## src/rtl/csa_resolver_pkg.sv

```systemverilog
// ---------------------------------------------------------------------------
// csa_resolver_pkg
// Shared types and elaboration-time helpers for the carry-save resolver.
//   state_e      : controller states (IDLE, BUSY, DONE)
//   calc_nbeats  : beats needed to resolve a WIDTH+1 bit operand CHUNK bits
//                  at a time, ceil((WIDTH+1)/CHUNK)
//   cnt_width    : beat counter width, clog2(NBEATS) but never below 1
// ---------------------------------------------------------------------------
package csa_resolver_pkg;

  typedef enum logic [1:0] {
    IDLE = 2'd0,
    BUSY = 2'd1,
    DONE = 2'd2
  } state_e;

  function automatic int calc_nbeats(input int width, input int chunk);
    return (width + 1 + chunk - 1) / chunk;
  endfunction

  function automatic int cnt_width(input int nbeats);
    return (nbeats <= 1) ? 1 : $clog2(nbeats);
  endfunction

endpackage

```

## src/rtl/csa_resolver_slice.sv

```systemverilog
// ---------------------------------------------------------------------------
// csa_resolver_slice
// Combinational CHUNK-bit adder used once per beat by csa_resolver.
//   a, b  : CHUNK-bit operand slices
//   cin   : carry from the previous beat
//   s     : CHUNK-bit slice sum
//   cout  : carry into the next beat
// ---------------------------------------------------------------------------
module csa_resolver_slice #(
  parameter int CHUNK = 8
) (
  input  logic [CHUNK-1:0] a,
  input  logic [CHUNK-1:0] b,
  input  logic             cin,
  output logic [CHUNK-1:0] s,
  output logic             cout
);

  // One bit of headroom captures the slice carry-out.
  assign {cout, s} = {1'b0, a} + {1'b0, b} + {{CHUNK{1'b0}}, cin};

endmodule

```

## src/rtl/csa_resolver.sv

```systemverilog
// ---------------------------------------------------------------------------
// csa_resolver
// Turns a carry-save pair (sum vector + carry vector) into an exact binary
// value by iterating a CHUNK-bit adder slice over NBEATS beats.
//
// Ports:
//   clk         clock, all state changes on the rising edge
//   rst         synchronous active-high reset
//   in_valid    carry-save pair presented
//   in_ready    high only in IDLE
//   in_sum      sum vector, bit i weighs 2^i
//   in_cout     carry vector, bit i weighs 2^(i+1)
//   out_valid   high only in DONE
//   out_ready   downstream accepts the result
//   out_result  in_sum + 2*in_cout, WIDTH+2 bits, exact
//   out_ovf     present only when CSA_RESOLVER_OVF_EN is defined: high when
//               the result does not fit in WIDTH bits
//
// Optional feature macro: CSA_RESOLVER_OVF_EN
// ---------------------------------------------------------------------------
module csa_resolver
  import csa_resolver_pkg::*;
#(
  parameter int WIDTH = 32,
  parameter int CHUNK = 8
) (
  input  logic             clk,
  input  logic             rst,
  input  logic             in_valid,
  output logic             in_ready,
  input  logic [WIDTH-1:0] in_sum,
  input  logic [WIDTH-1:0] in_cout,
  output logic             out_valid,
  input  logic             out_ready,
  output logic [WIDTH+1:0] out_result
`ifdef CSA_RESOLVER_OVF_EN
  ,
  output logic             out_ovf
`endif
);

  localparam int NBEATS = calc_nbeats(WIDTH, CHUNK);
  localparam int PW     = NBEATS * CHUNK;   // padded operand width
  localparam int CW     = cnt_width(NBEATS);
  localparam logic [CW-1:0] LAST_BEAT = CW'(NBEATS - 1);

  state_e          state_q, state_d;
  logic [PW-1:0]   a_q, a_d;
  logic [PW-1:0]   b_q, b_d;
  logic [PW-1:0]   res_q, res_d;
  logic            carry_q, carry_d;
  logic [CW-1:0]   cnt_q, cnt_d;

  logic [PW-1:0]    a_pad, b_pad;
  logic [PW-1:0]    res_shift;
  logic [CHUNK-1:0] slice_s;
  logic             slice_cout;

  // A = {0, in_sum}, B = {in_cout, 0}, both zero-extended to the padded width.
  assign a_pad = PW'({1'b0, in_sum});
  assign b_pad = PW'({in_cout, 1'b0});

  csa_resolver_slice #(
    .CHUNK (CHUNK)
  ) u_slice (
    .a    (a_q[CHUNK-1:0]),
    .b    (b_q[CHUNK-1:0]),
    .cin  (carry_q),
    .s    (slice_s),
    .cout (slice_cout)
  );

  // Each beat's sum enters at the top, so after NBEATS beats the first
  // (least significant) slice has arrived at bit 0.
  generate
    if (NBEATS == 1) begin : g_res_single
      assign res_shift = slice_s;
    end else begin : g_res_multi
      assign res_shift = {slice_s, res_q[PW-1:CHUNK]};
    end
  endgenerate

  always_comb begin
    state_d = state_q;
    a_d     = a_q;
    b_d     = b_q;
    res_d   = res_q;
    carry_d = carry_q;
    cnt_d   = cnt_q;
    case (state_q)
      IDLE: begin
        if (in_valid) begin
          a_d     = a_pad;
          b_d     = b_pad;
          carry_d = 1'b0;
          cnt_d   = '0;
          state_d = BUSY;
        end
      end
      BUSY: begin
        a_d     = a_q >> CHUNK;
        b_d     = b_q >> CHUNK;
        res_d   = res_shift;
        carry_d = slice_cout;
        cnt_d   = cnt_q + CW'(1);
        if (cnt_q == LAST_BEAT) begin
          state_d = DONE;
        end
      end
      DONE: begin
        if (out_ready) begin
          state_d = IDLE;
        end
      end
      default: state_d = IDLE;
    endcase
  end

  always_ff @(posedge clk) begin
    if (rst) begin
      state_q <= IDLE;
      a_q     <= '0;
      b_q     <= '0;
      res_q   <= '0;
      carry_q <= 1'b0;
      cnt_q   <= '0;
    end else begin
      state_q <= state_d;
      a_q     <= a_d;
      b_q     <= b_d;
      res_q   <= res_d;
      carry_q <= carry_d;
      cnt_q   <= cnt_d;
    end
  end

  assign in_ready  = (state_q == IDLE);
  assign out_valid = (state_q == DONE);
  // The final carry sits above the result register; the padded result is
  // always at least WIDTH+1 bits, so truncation never drops a set bit.
  assign out_result = (WIDTH + 2)'({carry_q, res_q});

`ifdef CSA_RESOLVER_OVF_EN
  // Taken straight from the result registers, which only change in BUSY,
  // so it is stable and aligned with out_valid.
  assign out_ovf = out_result[WIDTH+1] | out_result[WIDTH];
`endif

endmodule

```

## config.mk

```make
export PLATFORM = sky130hd
export DESIGN_NAME = csa_resolver
export DESIGN_NICKNAME = d
export VERILOG_FILES = /design/src/rtl/csa_resolver_pkg.sv /design/src/rtl/csa_resolver_slice.sv /design/src/rtl/csa_resolver.sv
export SDC_FILE = /design/constraint.sdc
export NUM_CORES = 1
export LEC_CHECK = 0
export CORE_MARGIN = 4
export CORE_UTILIZATION = 56
export DETAILED_ROUTE_END_ITERATION = 10
export PLACE_DENSITY = 0.86
export SLEW_MARGIN = 20
export SYNTH_ARGS = -nofsm -noshare
export SYNTH_HDL_FRONTEND = slang
export SYNTH_HIERARCHICAL = 1
export SYNTH_SLANG_ARGS = --single-unit
```

## constraint.sdc

```tcl
create_clock -name clk -period 6.8 [get_ports clk]
set_clock_uncertainty 0.2 [all_clocks]
set_input_delay 1.7 -clock clk [delete_from_list [all_inputs] [get_ports clk]]
set_output_delay 1.7 -clock clk [all_outputs]
set_load 0.01 [all_outputs]
```

==> results.txt <==
- Number of buffers inserted by port buffering: 103
- The worst pin sits at a relative slew slack of 32.1%.
- After the first detailed-routing iteration, the DRC count stood at 201.
- Number of remaining DRC errors: 0
* Worst IR Drop VDD: 0.000170 V
* Fraction of the cycle the final worst path needs: 58.3%
* Non-Filler Instances: 753
- Top cells by area in the synthesized netlist: dfxtp_1, nor2_1, o2bb2ai_1
* Internal Dissipation: 0.927 mW
- Cell with the largest stage delay on the worst path: dfxtp_2
- After routing the design area is 5960 sq um.
- Number of top-level pins: 104
* Number of H-tree levels: 3
- The first detailed-routing pass took 5 iterations.
- Class of the most critical hold timing path: flip-flop to flip-flop
- Crit path capture type: primary output
- Switching part of the total power: 27.2%
* Outcome: complete, no violations
* Yosys warnings: 6
* Syn Nets: 685
- Detailed-route via count: 4227
* Synthesis-stage register bit count: 111
* Cell-by-cell listing of the critical path: nor2b_1, clkdlybuf4s50_1
* Post-CTS clock slew at the launch and capture registers of the worst setup and hold paths: 0.09 ns
- Endpoint of the worst-slack reg-to-reg timing path: b_q[17]$_SDFFE_PP0P_
* Number of nets in the finished design: 719
* Antenna Violating Nets Remaining: 0
* # clock sinks: 111
- On the worst path, the slowest cell contributes a delay of 1.02 ns.
- In this run the power density over the cells is 214 nW/um^2.
* Layout cell share with drive strength beyond 1: 5.58%
- STA classifies the critical path startpoint as a flip-flop.
- Along the worst path, the maximum fanout reaches 57.
* Die area: 10800 sq um
- TritonCTS clock tree: yes
- Combinational cells account for 16.4% of the total power.
- The number of antenna diodes in the final layout is 0.
* Post-synth ARST share: 0%
* Endpoint with the worst hold slack: res_q[30]$_SDFFE_PP0N_
* Largest net degree at the start of global routing: 112
- The via count of the first global-routing pass came to 4045.
- On the critical path the largest part of the delay comes from flip-flops.
* Mean routed wirelength per cell: 14.2 um
- Mapped cell area: 5150 sq um
- In this run the cell area measured after placement is 5790 sq um.
* Total Neg Setup Slack: 0 ns
- In this run the vertical extent of the chip is 104 um.
- The share of synthesized area in the top cell type comes to 43.2%.
- In this run the static leakage power is 2.15 nW.
- Total placed cells including tap cells: 737
- CTS resizes: 0
* Buffer count from post-CTS setup fixing: 0
- In the synthesized netlist the dominant register cell turns out to be dfxtp_1.
* Avg Synthesized Cell Area: 8.49 sq um
- Measured in cells, the most critical reg-to-reg path has a length of 4.
- Data required time at the worst endpoint: 4.90 ns
- Hold repair after CTS inserted 0 buffers.
- For this configuration, the core starts out at a cell density of 58.2%.
* Pins over their slew limit: 0
- Std-Cell Core Area: 8850 sq um
- Switching power: 0.346 mW
- Based on the critical path, the design can be clocked at up to 0.252 GHz.
- Final Util: 67.4%
- The routed design has 10700 um of wire.
* Sequential area share after synthesis: 43.2%
- Cell chosen for the clock root: clkbuf_8
* Slack of the worst reg-to-reg path: 4.23 ns
- Overall global routing resource usage: 19.3%
- Worst path bufs/invs: 1
* Overall die width: 104 um
* HPWL reported at the end of detailed placement: 7470 um
- Crit Path Category: flip-flop to primary output
- The initial antenna violation count came to 0.
* First-pass GRT wire length: 17900 um
- In this run, CTS created clock tree buffers numbering 9.
* Unrepaired setup endpoints after global routing: no
- OpenSTA, run right after detailed placement, puts the worst setup slack at 3.20 ns.
* Clock latency on the worst-skew pair: 0.37 ns
* Gpl congestion: 0.811
- Number of hold violations in the final report: 0
- The clock network burns 27.1% of the power.
- For the pin with the worst max-slew slack, the measured transition is 1.02 ns.
- Of the total power, registers draw 56.6%.
* Relative area change from synthesis to final layout: 15.8%
- Max-cap violations in this run came to 0.
* Aggregate global routing overflow: 0
- In this run, distinct cell masters in the synthesized netlist total 38.
* Critical path data arrival time: 2.07 ns
- The floorplan has 34 rows.
- The worst hold path was traced through 2 stages.
- The startpoint identified for the worst register-to-register timing path is state_q[0]$_SDFFE_PP0P_.
- Number of setup violations in the final report: 0
* Maximum buffer depth of the clock tree: 2
- Via/cell ratio: 5.61
* Min-Delay Startpoint: res_q[38]$_SDFFE_PP0N_
- Synthesis produced a netlist whose cell count is 606.
- Synth area leader: dfxtp_1
- The worst path needs 3.97 ns of the cycle, external delays included.
- Worst-case setup margin in the final layout: 2.83 ns
- Number of synthesized flops with an enable pin: 0
-- layer usage --
metal	vias up	part of all wire (%)	global-route usage [%]	wire length, um
met3	22	5.6	3.10	603
met2	139	49	34.2	5250
met4	0	1.8	6.84	191
met1	1936	43	23.7	4640
met5	-	0	0	0
li1	2130	-	-	-
-- cell usage after synthesis (2+ instances only) --
cell type  instances
a31oi_1            2
o22ai_1            3
inv_1              6
buf_1              2
buf_4             42
xnor2_1            4
nor2_1           117
fa_1               2
buf_6              7
o2bb2ai_1         45
ha_1               9
a22oi_1           19
nor3_1             2
buf_2             17
a211oi_1          40
o21ai_0            2
nand3_1            2
nand2b_1           2
nand2_1           84
clkbuf_1          17
dfxtp_1          111
a211oi_2          10
a21oi_1           44
nor2b_1            2
o21bai_1           2
-- cells in the final DEF, fill, tap and decap left out, drive strengths merged, types with 2 or more instances in the layout --
master	instances
a211oi	50
ha	9
o21bai	2
nor3	2
buf	7
a22oi	19
clkdlybuf4s50	101
clkinvlp	2
nand2b	2
nand2	84
nor2b	3
clkinv	2
clkbuf	11
o22ai	3
dfxtp	111
a31oi	2
o21ai	2
fa	2
xnor2	4
a21oi	45
nor2	117
nand3	2
o2bb2ai	45
inv	7
-- worst max path at each step --
stage,start,end,cells after the start
after global routing,state_q[0]$_SDFFE_PP0P_,out_valid,2
after CTS,state_q[0]$_SDFFE_PP0P_,out_valid,2
after detailed placement,in_valid,b_q[17]$_SDFFE_PP0P_,4
final,state_q[0]$_SDFFE_PP0P_,out_valid,2
after global placement,in_valid,a_q[2]$_SDFFE_PP0P_,4
after floorplan,state_q[0]$_SDFFE_PP0P_,out_valid,3
-- state kept, by name (all words and copies together) (netlist names) --
| signal | cells |
|---|---|
| res_q | 40 |
| cnt_q | 3 |
| b_q | 33 |
| carry_q | 1 |
| state_q | 2 |
| a_q | 32 |
-- cell type report --
class / instances / area, sq um
clock buffers: 11 / 131
clock inverters: 5 / 33.8
flip-flops and latches: 111 / 2220
repair buffers: 108 / 1060
multi-input cells: 404 / 2350
fillers: 699 / 2890
inverters: 6 / 22.5
well taps: 108 / 135
-- stage by stage --
stage	total power, mW	hold slack [ns]
final	1.27	0.258
after global routing	1.34	0.282
after CTS	1.28	0.258
after detailed placement	0.943	0.245
after global placement	0.934	0.236
after floorplan	0.878	0.232
-- cells by family after synthesis --
group	Yosys count	share of synthesized area (%)
simple gates	214	16.5
compound gates	174	25.4
flops	111	43.2
buf+inv	91	11.1
fa+ha+maj	11	2.97
xor+xnor	5	0.851
-- tightest hold or removal path, cell delays in order (launching register included) --
cell and delay [ns]:
dfxtp_1 0.32, nand2_1 0.05, a21oi_1 0.05
-- power by group through the flow --
stage | Clock (mW) | Combinational, mW | Sequential, mW
after floorplan | 0 | 0.158 | 0.720
after detailed placement | 0 | 0.208 | 0.735
after global routing | 0.378 | 0.233 | 0.726
after global placement | 0 | 0.202 | 0.733
final | 0.345 | 0.208 | 0.720
after CTS | 0.355 | 0.209 | 0.720
No activity file was read; power rests on OpenSTA's default activity.
==> variant 1: new RTL, same settings <==
The parameter `WIDTH` goes from 32 to 36.
--- a/src/rtl/csa_resolver.sv
+++ b/src/rtl/csa_resolver.sv
@@ -21,7 +21,7 @@
 module csa_resolver
   import csa_resolver_pkg::*;
 #(
-  parameter int WIDTH = 32,
+  parameter int WIDTH = 36,
   parameter int CHUNK = 8
 ) (
   input  logic             clk,
Ports: changed (resized in_cout, in_sum and out_result); port bits go from 104 to 116. No check against the original RTL was run, so the function may have changed too.
==> variant 1 against the original RTL <==
  * Maximum frequency up 3.2%
  * Synthesized area up 7.1%
  * Routed wire length up 22%
  * Synthesized cell count up 8.3%
  * Sequential cell count up 8
  * Setup slack better by 0.12 ns
  * Total power up 52%
  * Final area up 15%
==> variant 1: results (changes against the original RTL) <==
{
  "reg_top3": "res_q: 40 flops, b_q: 37 flops, a_q: 36 flops",
  "most_instantiated_cells_after_synthesis": "133 x nor2_1, 119 x dfxtp_1, 84 x nand2_1",
  "yosys-top-cells-area": "dfxtp_1 43%, nor2_1 9.1%, o2bb2ai_1 8.4%",
  "design_internal_power": {"value": 1470, "unit": "uW", "change": "+59%"},
  "multi_input_gate_share_of_total_cell_area": {"value": 36.5, "unit": "%", "change": "-3.0 points"},
  "wire_length_on_met1": {"value": 5.22, "unit": "mm", "change": "+12%"},
  "nonClockBufferCount": {"value": 120, "change": "+11%"},
  "outcome": "finished clean",
  "grt_pass1_wl": {"value": 21.1, "unit": "mm", "change": "+18%"},
  "total_number_of_h_tree_levels": {"value": 4, "change": "+1"},
  "reg_area": {"value": 2380, "unit": "um^2", "change": "+7.2%"},
  "synth.net_count": {"value": 743, "change": "+8.5%"},
  "slew_of_the_pin_with_the_lowest_slew_margin": {"value": 1.01, "unit": "ns", "change": "-0.0117 ns"},
  "clockNetworkPower": {"value": 920, "unit": "uW", "change": "+170%"},
  "nets": {"value": 787, "change": "+9.5%"},
  "synth-async-reset-ratio": {"value": 0, "unit": "%", "change": "unchanged"},
  "irDropWorstVdd": {"value": 171, "unit": "uV", "change": "+0.49%"},
  "non_clock_buffer_area_share": {"value": 17.2, "unit": "%", "change": "-0.63 points"},
  "vias_per_cell": {"value": 5.66, "change": "+0.75%"},
  "synthesis.area_per_instance": {"value": 8.41, "unit": "um^2", "change": "-1.0%"},
  "dr.first_iter.drc_count": {"value": 360, "change": "+79%"},
  "postRouteWirelength": {"value": 13.0, "unit": "mm", "change": "+22%"},
  "floorplan.tapcells": {"value": 129, "change": "+19%"},
  "clk_pin_slew_worst_paths": {"value": 0.06, "unit": "ns", "change": "-0.03 ns"},
  "post-place-cells": {"value": 810, "change": "+9.9%"},
  "grtUsageTotal": {"value": 22.6, "unit": "%", "change": "+3.3 points"},
  "filler_cell_count": {"value": 698, "change": "-0.14%"},
  "grt_pass1_vias": {"value": 4631, "change": "+14%"},
  "clk_latency": {"value": 0.51, "unit": "ns", "change": "+0.14 ns"},
  "drive_gt1_share": {"value": 6.59, "unit": "%", "change": "+1.0 points"},
  "grt_start_max_net_pins": {"value": 120, "change": "+7.1%"},
  "maximum_fanout_count_along_the_critical_path": {"value": 9, "change": "-84%"},
  "design_power_total": {"value": 1930, "unit": "uW", "change": "+52%"},
  "place_hpwl": {"value": 8.52, "unit": "mm", "change": "+14%"},
  "grt_use_met2": {"value": 41.1, "unit": "%", "change": "+6.9 points"},
  "multiInputCombCellCount": {"value": 436, "change": "+7.9%"},
  "nClkBuffers": {"value": 19, "change": "+8"},
  "placement.setup.worst_slack": {"value": 2.97, "unit": "ns", "change": "-0.236 ns"},
  "global_routing_met3_resource_utilization": {"value": 4.76, "unit": "%", "change": "+1.7 points"},
  "detailed_place.area": {"value": 6260, "unit": "um^2", "change": "+8.0%"},
  "routabilityCongestion": {"value": 0.766, "change": "-5.5%"}
}
-- variant 1: kinds of logic after synthesis --
group / synth area share [%]
DFF: 43.2
and+or+nand+nor: 16.4
buffers and inverters: 11.5
xor gates and xnor gates: 0.794
AOI/OAI and AO/OA: 25.3
adders and majority gates: 2.77
-- variant 1: critical path: stages (launching register included) --
cell	delay [ns]
dfxtp_1	0.60
nor2b_1	0.27
clkdlybuf4s50_1	0.57
-- variant 1: worst paths after layout --
path / startpoint / end / slack, ns / depth (start not counted)
min reg2reg: res_q[3]$_SDFFE_PP0N_ / res_q[3]$_SDFFE_PP0N_ / 0.25 / 2
max: state_q[1]$_SDFFE_PP0P_ / out_valid / 2.96 / 2
max reg2reg: state_q[0]$_SDFFE_PP0P_ / a_q[20]$_SDFFE_PP0P_ / 4.11 / 5
min: res_q[3]$_SDFFE_PP0N_ / res_q[3]$_SDFFE_PP0N_ / 0.25 / 2
==> variant 2: new RTL, same settings <==
Without the edit above. Encoding of `state_e`: now one-hot (3 bits for 3 states).
--- a/src/rtl/csa_resolver_pkg.sv
+++ b/src/rtl/csa_resolver_pkg.sv
@@ -8,10 +8,10 @@
 // ---------------------------------------------------------------------------
 package csa_resolver_pkg;
 
-  typedef enum logic [1:0] {
-    IDLE = 2'd0,
-    BUSY = 2'd1,
-    DONE = 2'd2
+  typedef enum logic [2:0] {
+    IDLE = 3'b001,
+    BUSY = 3'b010,
+    DONE = 3'b100
   } state_e;
 
   function automatic int calc_nbeats(input int width, input int chunk);
Check against the original RTL: same outputs for any inputs over 10 cycles, from zero or initial values and one cycle with rst high; not proved beyond that.
==> variant 2 against the original RTL <==
  * Sequential share of layout area rose by 1.8 points
  * Final area fell by 3.8%
  * First-iteration DRC count rose by 9.5%
  * Sequential power barely moved
  * Cell count fell by 4.0%
  * Via count fell by 1.8%
  * Sequential cell count rose by 1
  * Die area fell by 6.0%
  * Count of clock-buffer cells in the layout fell by 2
  * Routed wire length rose by 1.7%
  * Synthesized area fell by 6.5%
  * Critical path depth did not move
  * Setup slack improved by 0.26 ns
  * Total power rose by 8.2%
  * Critical path type unchanged
  * Critical endpoint unchanged
  * Highest routed layer unchanged
==> variant 2: results (changes against the original RTL) <==
{
  "max_stage_delay": {"value": 0.61, "unit": "ns", "change": "-0.41 ns"},
  "yosys-top-cells-area": "dfxtp_1 47%, nor3_1 10%, nand2_1 9.3%",
  "grtUsageTotal": {"value": 21.2, "unit": "%", "change": "+1.9 points"},
  "dr.pass1.iters": {"value": 4, "change": "-1"},
  "place_hpwl": {"value": 7.06, "unit": "mm", "change": "-5.5%"},
  "crit_family": "buffers and inverters",
  "drive_gt1_share": {"value": 4.21, "unit": "%", "change": "-1.4 points"},
  "worstPathArrival": {"value": 1.81, "unit": "ns", "change": "-0.26 ns"},
  "most_instantiated_cells_after_synthesis": "119 x nand2_1, 112 x dfxtp_1, 100 x nor3_1",
  "worst_setup_sp": "state_q[2]$_SDFFE_PP0P_",
  "critPathSlowestCell": "clkdlybuf4s50_1",
  "number_of_different_library_cells_in_the_post_synthesis_netlist": {"value": 39, "change": "+2.6%"},
  "outcome": "finished clean",
  "net_sw_share": {"value": 24.9, "unit": "%", "change": "-2.3 points"},
  "synth.net_count": {"value": 662, "change": "-3.4%"},
  "grt_pass1_wl": {"value": 17.5, "unit": "mm", "change": "-2.3%"},
  "grt_pass1_vias": {"value": 3817, "change": "-5.6%"},
  "wire_length_on_met1": {"value": 4.46, "unit": "mm", "change": "-3.9%"},
  "met2WireLength": {"value": 5.34, "unit": "mm", "change": "+1.7%"},
  "clock-root-buffer": "clkbuf_8",
  "antenna_found_initial": {"value": 0, "change": "unchanged"},
  "ys_dominant_reg_cell": "dfxtp_1",
  "timing.rr.start": "a_q[0]$_SDFFE_PP0P_",
  "dr.max_layer_used": "met4",
  "dr.first_iter.drc_count": {"value": 220, "change": "+9.5%"},
  "maximum_fanout_count_along_the_critical_path": {"value": 10, "change": "-82%"},
  "ys_seq_area_share": {"value": 46.6, "unit": "%", "change": "+3.4 points"},
  "nets": {"value": 693, "change": "-3.6%"},
  "postRouteWirelength": {"value": 10.9, "unit": "mm", "change": "+1.7%"},
  "max_slew_margin": {"value": 36.0, "unit": "%", "change": "+3.9 points"},
  "routabilityCongestion": {"value": 0.861, "change": "+6.1%"},
  "vias_per_cell": {"value": 5.74, "change": "+2.3%"},
  "grt_start_max_net_pins": {"value": 99, "change": "-12%"},
  "irDropWorstVdd": {"value": 134, "unit": "uV", "change": "-21%"},
  "holdCritStartpoint": "res_q[3]$_SDFFE_PP0P_",
  "total_leakage_power": {"value": 0.00202, "unit": "uW", "change": "-6.1%"},
  "routed-wl-met3": {"value": 832, "unit": "um", "change": "+38%"}
}
[variant 2: cell types whose count changed after synthesis, sizes merged, moves of 19 or more]
cell,change
a211oi,-48
a21oi,+20
a22oi,-19
nor3,+98
nand2,+35
nor2,-115
o2bb2ai,-45
o22ai,+45
[variant 2: worst reg2reg max path, delay by kind of cell (launching register included)]
| family | cells | cell delay (ns) |
|---|---|---|
| xor+xnor | 1 | 0.16 |
| compound gates | 3 | 0.57 |
| fa+ha+maj | 2 | 0.90 |
| flops | 1 | 0.34 |
| simple gates | 2 | 0.15 |
[variant 2: power groups by stage]
| stage | Clock (uW) | Sequential [uW] | Combinational (uW) |
|---|---|---|---|
| 5_1_grt | 498 | 724 | 214 |
| 3_5_place_dp | 0 | 734 | 190 |
| 4_1_cts | 471 | 720 | 192 |
| 3_3_place_gp | 0 | 733 | 184 |
| 2_1_floorplan | 0 | 724 | 134 |
| 6_report | 464 | 720 | 194 |
[variant 2: final cells by class]
type                            instances  area, um^2
Sequential cell                       112        2240
Clock inverter                          6         115
Inverter                                3        11.3
Clock buffer                            9         124
Multi-Input combinational cell        382        2050
Tap cell                              105         131
Timing Repair Buffer                  106        1060
Fill cell                             685        2560
[variant 2: kinds of logic (layout without fill, tap and decap cells)]
group	Yosys count	in the layout	share of synthesized area, %
compound gates	124	124	14.9
xor+xnor	6	6	1.09
fa+ha+maj	11	11	3.17
buf+inv	89	124	11.3
flops	112	112	46.6
simple gates	241	241	23.0
[variant 2: per-layer routing]
metal / global-route usage, % / up-vias
li1: - / 2058
met1: 26.5 / 1917
met2: 35.9 / 153
met3: 4.64 / 24
met4: 7.56 / 0
met5: 0 / -
[variant 2: worst paths after layout]
kind	to	cells past startpoint	slack (ns)
worst min register to register	res_q[3]$_SDFFE_PP0P_	2	0.26
worst min-delay path	res_q[3]$_SDFFE_PP0P_	2	0.26
worst max register to register	res_q[38]$_SDFFE_PP0P_	8	4.42
worst max-delay path	out_valid	2	3.09
[variant 2: metrics by stage]
stage / hold slack [ns] / cells / instance area [um^2] / utilization (%) / setup slack [ns]
after detailed placement: 0.247 / 707 / 5480 / 66.0 / 2.91
after global placement: 0.239 / 707 / 5480 / 66.0 / 2.96
final: 0.260 / 723 / 5740 / 69.1 / 3.09
after global routing: 0.278 / 723 / 5740 / 69.1 / 2.98
after CTS: 0.260 / 722 / 5720 / 68.9 / 3.09
after floorplan: 0.232 / 583 / 4810 / - / 3.94
